**config.mk**
```make
export PLATFORM = sky130hd
export DESIGN_NAME = rover_drive_sequencer
export DESIGN_NICKNAME = d
export VERILOG_FILES = /design/src/rtl/rover_drive_sequencer.sv
export SDC_FILE = /design/constraint.sdc
export NUM_CORES = 1
export LEC_CHECK = 0
export ABC_AREA = 0
export CAP_MARGIN = 20
export CORE_ASPECT_RATIO = 0.5
export CORE_MARGIN = 10
export CORE_UTILIZATION = 63
export DETAILED_ROUTE_END_ITERATION = 8
export DONT_BUFFER_PORTS = 1
export HOLD_SLACK_MARGIN = 0.03
export PLACE_DENSITY = 0.87
export REMOVE_ABC_BUFFERS = 1
export SYNTH_ARGS = -nofsm -noshare
export SYNTH_HDL_FRONTEND = slang
export SYNTH_SLANG_ARGS = --single-unit
```
**constraint.sdc**
```tcl
create_clock -name clock -period 3.45 [get_ports clock]
set_input_delay 0.69 -clock clock [delete_from_list [all_inputs] [get_ports clock]]
set_output_delay 0.69 -clock clock [all_outputs]
set_load 0.1 [all_outputs]
```
**src/rtl/rover_drive_sequencer.sv**
```systemverilog
// rover_drive_sequencer
//
// Turns a direction/speed request into slew-limited motor commands. Speed
// changes by at most one level per ramp tick. Any change of direction first
// ramps the speed down to 0. A filtered overcurrent input latches a fault
// that zeroes the outputs at once, without waiting for a tick.
//
// Parameters:
//   RAMP_DIV   clock cycles per ramp tick (>= 2)
//   OC_FILTER  consecutive high cycles of overcurrent before a fault latches (>= 1)
//
// Ports:
//   clock        system clock; every register updates on its rising edge
//   reset        synchronous, active-high
//   dir_req      requested direction: 0 stop, 1 fwd, 2 back, 3 left, 4 right,
//                5-7 are treated as stop
//   speed_req    target speed level 0-7; ignored when the request is stop
//   overcurrent  left-motor overcurrent comparator, already synchronized
//   fault_clear  level; releases a latched fault once overcurrent is low
//   direction    registered 4-bit direction code for the motor drivers
//   speedLeft    registered current speed level, left motor
//   speedRight   registered current speed level, right motor (= speedLeft)
//   fault        registered latched overcurrent fault
module rover_drive_sequencer #(
  parameter int RAMP_DIV  = 1_000_000,
  parameter int OC_FILTER = 16
) (
  input  logic       clock,
  input  logic       reset,
  input  logic [2:0] dir_req,
  input  logic [2:0] speed_req,
  input  logic       overcurrent,
  input  logic       fault_clear,
  output logic [3:0] direction,
  output logic [2:0] speedLeft,
  output logic [2:0] speedRight,
  output logic       fault
);

  localparam int TW = (RAMP_DIV > 1) ? $clog2(RAMP_DIV) : 1;
  localparam int OW = $clog2(OC_FILTER + 1);

  localparam logic [3:0] DIR_STOP  = 4'b0000;
  localparam logic [3:0] DIR_FWD   = 4'b1001;
  localparam logic [3:0] DIR_BACK  = 4'b0110;
  localparam logic [3:0] DIR_LEFT  = 4'b0101;
  localparam logic [3:0] DIR_RIGHT = 4'b1010;

  typedef enum logic [1:0] {
    S_IDLE,
    S_RUN,
    S_BRAKE,
    S_FAULT
  } state_t;

  state_t          state_reg, state_next;
  logic [TW-1:0]   tick_count_reg, tick_count_next;
  logic [OW-1:0]   oc_count_reg, oc_count_next;
  logic [3:0]      dir_reg, dir_next;
  logic [2:0]      speed_reg, speed_next;
  logic            fault_reg, fault_next;

  logic            tick;
  logic            oc_trip;
  logic [3:0]      req_code;
  logic [2:0]      target;
  logic [2:0]      speed_up;
  logic [2:0]      speed_down;
  logic [2:0]      speed_toward;

  // Free-running ramp tick divider; only reset clears it.
  assign tick            = (tick_count_reg == TW'(RAMP_DIV - 1));
  assign tick_count_next = tick ? '0 : tick_count_reg + TW'(1);

  // Overcurrent run-length counter. Saturates so a long overcurrent never
  // wraps back below the trip level.
  always_comb begin
    oc_count_next = '0;
    if (overcurrent) begin
      if (oc_count_reg == OW'(OC_FILTER)) begin
        oc_count_next = oc_count_reg;
      end else begin
        oc_count_next = oc_count_reg + OW'(1);
      end
    end
  end

  assign oc_trip = (oc_count_reg == OW'(OC_FILTER));

  always_comb begin
    req_code = DIR_STOP;
    case (dir_req)
      3'b001:  req_code = DIR_FWD;
      3'b010:  req_code = DIR_BACK;
      3'b011:  req_code = DIR_LEFT;
      3'b100:  req_code = DIR_RIGHT;
      default: req_code = DIR_STOP;
    endcase
  end

  assign target = (req_code == DIR_STOP) ? 3'd0 : speed_req;

  // Saturating one-level steps.
  assign speed_up   = (speed_reg == 3'd7) ? 3'd7 : speed_reg + 3'd1;
  assign speed_down = (speed_reg == 3'd0) ? 3'd0 : speed_reg - 3'd1;

  always_comb begin
    speed_toward = speed_reg;
    if (speed_reg < target) begin
      speed_toward = speed_up;
    end else if (speed_reg > target) begin
      speed_toward = speed_down;
    end
  end

  always_comb begin
    state_next = state_reg;
    dir_next   = dir_reg;
    speed_next = speed_reg;
    fault_next = fault_reg;

    if (state_reg != S_FAULT && oc_trip) begin
      // Fault entry overrides the ramp and ignores the tick.
      state_next = S_FAULT;
      dir_next   = DIR_STOP;
      speed_next = 3'd0;
      fault_next = 1'b1;
    end else if (state_reg == S_FAULT) begin
      dir_next   = DIR_STOP;
      speed_next = 3'd0;
      fault_next = 1'b1;
      if (fault_clear && !overcurrent) begin
        state_next = S_IDLE;
        fault_next = 1'b0;
      end
    end else if (tick) begin
      case (state_reg)
        S_IDLE: begin
          speed_next = 3'd0;
          dir_next   = DIR_STOP;
          if (req_code != DIR_STOP) begin
            // Direction is committed first; speed starts on the next tick.
            dir_next   = req_code;
            state_next = S_RUN;
          end
        end

        S_RUN: begin
          if (req_code != dir_reg) begin
            speed_next = speed_down;
            state_next = S_BRAKE;
            // A stop that lands on 0 drops straight to idle on this tick.
            if (speed_down == 3'd0 && req_code == DIR_STOP) begin
              dir_next   = DIR_STOP;
              state_next = S_IDLE;
            end
          end else begin
            speed_next = speed_toward;
          end
        end

        S_BRAKE: begin
          if (req_code == dir_reg) begin
            // Request went back to the current direction: resume slewing.
            state_next = S_RUN;
          end else if (speed_reg != 3'd0) begin
            speed_next = speed_down;
            if (speed_down == 3'd0 && req_code == DIR_STOP) begin
              dir_next   = DIR_STOP;
              state_next = S_IDLE;
            end
          end else begin
            // Stationary: the request sampled now picks the new direction.
            dir_next   = req_code;
            state_next = (req_code == DIR_STOP) ? S_IDLE : S_RUN;
          end
        end

        default: begin
          state_next = S_IDLE;
        end
      endcase
    end
  end

  always_ff @(posedge clock) begin
    if (reset) begin
      state_reg      <= S_IDLE;
      tick_count_reg <= '0;
      oc_count_reg   <= '0;
      dir_reg        <= DIR_STOP;
      speed_reg      <= 3'd0;
      fault_reg      <= 1'b0;
    end else begin
      state_reg      <= state_next;
      tick_count_reg <= tick_count_next;
      oc_count_reg   <= oc_count_next;
      dir_reg        <= dir_next;
      speed_reg      <= speed_next;
      fault_reg      <= fault_next;
    end
  end

  assign direction  = dir_reg;
  assign speedLeft  = speed_reg;
  assign speedRight = speed_reg;
  assign fault      = fault_reg;

endmodule

```
======== After elaboration in Yosys (flattened, before gate mapping) ========
Index checks and enable logic that the tools add are counted.
storage, ports and cells
  flip-flop bits (word level) ............. 35
  memory bits (read-only) ................. 0
  input port bits ......................... 10
  bits in latches ......................... 0
  bits in writable memories ............... 0
  memories kept ........................... 0
  output and inout bits ................... 11
  logic and storage cells ................. 84
cells by class
  multiply operators ...................... 0
  eq/ne operators ......................... 21
  bitwise operators ....................... 1
  $lt $le $gt $ge ......................... 2
  reductions and logical operators ........ 19
  divide/modulo/power cells ............... 0
  shifts and indexed selects .............. 0
  add/subtract/negate cells ............... 4
  muxes and demuxes ....................... 31
operators by type and width
  kind                   number
  $mux 3                 8
  $add 20x1->20 const B  1
  $eq 20x20->1 const B   1
  $mux 2                 10
  $mux 4                 5
  $pmux 4 s4             1
  $ne 4x4->1 const B     3
  $pmux 4 s3             1
  $reduce_and 5->1       2
  $pmux 3 s3             1
  $reduce_bool 3->1      3
  $ne 2x2->1 const B     4
  $eq 3x2->1 const B     2
  $eq 3x3->1 const B     2
  $logic_not 3->1        2
  $ne 6x6->1 const B     1
  $pmux 2 s3             1
  $add 5x1->5 const B    1
  $eq 5x5->1 const B     1
  $eq 2x2->1 const B     2
  $eq 4x4->1             1
  $logic_not 4->1        1
  $mux 1                 4
  $ne 4x4->1             1
  other kinds (16)       19

======== Logic depth before layout (Yosys ltp) ========
  word-level depth ........................ 11
  gate-level depth with buffers ........... 11
  gate-level depth less buffers ........... 10

======== Worst setup path before layout ========
No wires, ideal clock.
  kind .................................... reg-to-reg
  from .................................... register speed_reg[0], in the netlist speedLeft[0]
  to ...................................... register state_reg[0]
  data required time ...................... 3,321 ps
  cell stages (with the launch flop) ...... 9
  setup time .............................. 129 ps
  slack ................................... 551 ps
  clock period less this slack ............ 2,899 ps
  path buffers ............................ 0
  arrival ................................. 2,770 ps
  cell sequence ........................... dfxtp_1 -> inv_1 -> ha_1 -> mux2_2 -> a2111oi_2 -> nor2_1 -> mux2_2 -> o31ai_1 -> a21oi_1
between the ends
  longest elaborated chain between the ends .. 7
  elaborated cells on any way between the ends .. 14
  classes of those cells .................. add/sub (1); eq/ne (1); mux (7); reduce/logical (5)
RTL lines
  item                                                 RTL line  RTL
  start: declaration                                   60        logic [2:0] speed_reg, speed_next;
  start signal: assignment                             199       speed_reg <= speed_next;
  branches (longest 7 deep; another with $sub 3x1->3)  -
  end signal: assignment                               195       state_reg <= state_next;
  end: declaration                                     56        state_t state_reg, state_next;
Several ways; the timed one is not identified. The select of a mux whose other input is x is not followed.
A chain may end at the register's enable or synchronous reset.

======== Final worst setup path ========
  from .................................... input dir_req[0]
  to ...................................... register speed_reg[2], in the netlist speedLeft[2]
between the ends
  longest elaborated chain between the ends .. 8
  elaborated cells on any way between the ends .. 17
  classes of those cells .................. order compare (2); eq/ne (8); mux (5); reduce/logical (2)
RTL lines
  item                                RTL line  RTL
  start: declaration                  30        input logic [2:0] dir_req,
  $eq 3x3->1 (tied with other cells)  92        case (dir_req)
  $pmux 4 s4 (*)                      92
  $logic_not 4->1                     101       assign target = (req_code == DIR_STOP) ? 3'd0 : speed_req;
  $mux 3                              101
  $lt 3x3->1                          109       if (speed_reg < target) begin
  $mux 3                              109
  $mux 3                              149       if (req_code != dir_reg) begin
  $pmux 3 s3                          137       case (state_reg)
Mark *: on every way between the ends. The rest lies on a longest branch, timed or not.

==> flow_metrics.env <==
export IMPL_number_of_sinks_on_the_clock_net=35
export IMPL_power_leakage_nw=0.9421
export IMPL_cap_viol_max_count=0
export IMPL_synth_edf_count=0
export IMPL_worstPathMaxFanout=7
export IMPL_postSynthRegisterBits=35
export IMPL_grt_antenna_before_repair=0
export IMPL_fp_coreArea_um2=3416
export IMPL_finalWorstPathRequiredPeriod_ps=2756
export IMPL_timing_critical_path_buf_inv=0
export IMPL_dominantRegCellSynth="dfxtp_1"
export IMPL_hold_worst_slack_ps=449.3
export IMPL_drtPass1Iterations=5
export IMPL_synth_area_per_cell_um2=8.440
export IMPL_setup_worst_path_end_class="register"
export IMPL_globalplace_congestion=0.8774
export IMPL_timing_critical_path_max_delay_family="compound AO/OA/AOI/OAI gates"
export IMPL_wl_met1_um=2209
export IMPL_rr_worst_depth=9
export IMPL_startpoint="dir_req[0]"
export IMPL_fin_crit_sh_pct=79.89
export IMPL_via_per_inst=5.856
export IMPL_tightest_pin_transition_ps=981.0
export IMPL_vdd_ir_drop_max_v=0.0002586
export IMPL_kind_of_path_behind_the_tightest_hold_check="register to register"
export IMPL_num_vias=1874
export IMPL_ctsLongestPathBuffers=2
export IMPL_fp_row_count=15
export IMPL_synth_largest_type_area_fraction_pct=31.57
export IMPL_grt_setup_unrepaired="no"
export IMPL_floorplan_io_pins=21
export IMPL_met3_wirelength_um=209
export IMPL_count_of_antenna_violating_nets_left_after_detailed_routing=0
export IMPL_post_synth_inst_count=263
export IMPL_cts_root_buffer_cell="clkbuf_8"
export IMPL_startpoint_of_the_most_critical_register_to_register_path="oc_count_reg[0]$_SDFFE_PP0P_"
export IMPL_grt_start_max_net_pins=20
export IMPL_groute_usage_overall_pct=15.33
export IMPL_antennaDiodeCount=0
export IMPL_area_of_the_die_um2=6441
export IMPL_clock_skew_ps=2.309
export IMPL_outcome="finished, final reports clean"
export IMPL_final_max_slew_viol_count=0
export IMPL_cts_htree_levels=2
export IMPL_cts_hold_repair_buffers=0
export IMPL_drive_gt1_share_pct=11.15
export IMPL_timing_setup_critical_path_class="input pin to register"
export IMPL_regToRegEndpoint="direction[2]$_SDFFE_PP0P_"
export IMPL_worst_slew_margin_rel_pct=34.51
export IMPL_synth_to_layout_area_growth_pct=8.399
export IMPL_finish_net_count=293
export IMPL_cts_made_buffers=5
export IMPL_tritoncts="done"
export IMPL_first_iteration_detailed_routing_drc_count=93
export IMPL_starting_density_pct=64.98
export IMPL_async_flop_share_pct=0
export IMPL_die_w_um=103.9
export IMPL_crit_required_ps=3620
export IMPL_routed_wl_met2_um=2305
export IMPL_final_fill_count=250
export IMPL_clock_latency_ps=290
export IMPL_worstPathArrival_ps=2920
export IMPL_port_buffers=0
export IMPL_critical_path_cell_chain="o21ai_0 > and2_1 > nand2_1 > ha_1 > a21oi_1 > o21a_1 > nand3_1 > or4_1 > a32oi_1 > o22ai_1"
export IMPL_dieHeight_um=61.97
export IMPL_globalRouteOverflowTotal=0
export IMPL_critical_path_cell_count=10
export IMPL_netlist_area_um2=2220
export IMPL_worstSetupStartpointType="input pin"
export IMPL_grt_pass1_wl_um=8197
export IMPL_setup_viol_count_final=0
export IMPL_final_setup_worst_slack_ps=693.8
export IMPL_first_global_vias=1812
export IMPL_achievable_frequency_mhz=362.8
export IMPL_yosysTopAreaCell="dfxtp_1"
export IMPL_r2r_setup_slack_ps=980
export IMPL_crit_slowest_cell="or4_1"
export IMPL_yosysWarnings=0
export IMPL_synth_seq_area_share_pct=31.57
export IMPL_place_hpwl_um=3448
export IMPL_cts_setup_buffers=0
export IMPL_worst_path_largest_cell_delay_ps=420
export IMPL_yosysUniqueCellTypes=60
export IMPL_finalHoldViolations=0
export IMPL_worst_setup_path_endpoint="speedLeft[2]$_SDFFE_PP0P_"
export IMPL_drt_total_wl_um=4799
export IMPL_cellPowerDensity_nw_per_um2=355.7
export IMPL_wire_length_per_cell_um=15.00
export IMPL_route_detailed_drc=0
export IMPL_synth_area_top_cells="dfxtp_1, ha_1, nor2_1"
export IMPL_cts_reportedPaths_clkPinSlew_ps=70
export IMPL_place_ws_ps=436.2
export IMPL_ctsResizeCount=0
export IMPL_route_top_layer_used="met4"
export IMPL_largest_register_ffs=20
worst min path at each step:
stage / startpoint / end / cells past startpoint
2_1_floorplan: tick_count_reg[0]$_SDFF_PP0_ / tick_count_reg[0]$_SDFF_PP0_ / 1
3_3_place_gp: tick_count_reg[0]$_SDFF_PP0_ / tick_count_reg[0]$_SDFF_PP0_ / 1
3_5_place_dp: tick_count_reg[0]$_SDFF_PP0_ / tick_count_reg[0]$_SDFF_PP0_ / 1
4_1_cts: tick_count_reg[0]$_SDFF_PP0_ / tick_count_reg[0]$_SDFF_PP0_ / 1
5_1_grt: reset / tick_count_reg[4]$_SDFF_PP0_ / 1
6_report: tick_count_reg[0]$_SDFF_PP0_ / tick_count_reg[0]$_SDFF_PP0_ / 1
cell usage in the layout (no fill, tap or decap), types with 2 or more instances in the layout:
master    count
a21o_1        2
a21oi_1       4
a22o_1        3
a32o_1        2
and2_1        5
and3_1        3
buf_4         8
clkbuf_8      6
dfxtp_1      32
dfxtp_2       3
ha_1         15
inv_1        14
mux2_2        2
mux2i_1       2
nand2_1      19
nand2b_1      3
nand3_1      16
nand4_1       4
nand4b_1      4
nor2_1       40
nor3_1        7
nor4_1        2
o21a_1        3
o21ai_0       4
o22ai_1       2
o41ai_1       2
or2_2         3
or3_1         2
or4_1         3
xnor2_1      13
xor2_1       12
logic make-up (layout without fill, tap and decap cells):
logic type	count (synthesis)	count (layout)	synth area share (%)
AND/OR/NAND/NOR	121	121	28.58
AO/OA/AOI/OAI	39	39	14.60
multiplexers	4	4	1.917
buffers and inverters	24	30	5.017
flip-flops	35	35	31.57
adder cells (fa/ha/maj)	15	15	8.455
XOR/XNOR	25	25	9.865
where the power goes:
part	internal, W	leakage (nW)	switching (W)
Sequential	0.000408	0.284	0.00000337
Combinational	0.0000259	0.597	0.0000347
Clock	0.000234	0.0612	0.000150
Total	0.000668	0.942	0.000188
area by class of cell:
class	count	area (µm²)	area share (%)
clock buffers	6	82.58	3.432
repair buffers	8	60.06	2.496
multi-input cells	204	1408	58.50
clock inverters	2	35.03	1.456
well taps	51	63.81	2.652
inverters	14	52.55	2.184
flip-flops and latches	35	704.4	29.28
synthesized netlist by cell type (all sizes together) (4+ instances only):
cell type	instances
nor2	40
dfxtp	35
nand2	19
nand3	16
ha	15
inv	14
xnor2	13
xor2	12
buf	7
nor3	7
and2	5
o21ai	5
a21oi	4
nand4	4
nand4b	4
or2	4
metal layers:
| layer | GRT usage, % | vias up |
|---|---|---|
| li1 | - | 934 |
| met1 | 16.63 | 876 |
| met2 | 28.85 | 55 |
| met3 | 4.424 | 9 |
| met4 | 6.090 | 0 |
| met5 | 0 | - |
per-stage QoR:
stage               power (W)  instance area [µm²]  setup TNS [ps]  instances  utilization (%)
finish              0.0008559                 2406               0        320            70.44
global route        0.0008831                 2406               0        320            70.44
CTS                 0.0008572                 2406               0        320            70.44
detailed placement  0.0004797                 2288               0        312            67.00
global placement    0.0004763                 2288               0        312            67.00
floorplan           0.0004684                 2161          -863.8        253                -
Note: power is estimated with default switching activity, not from simulation.
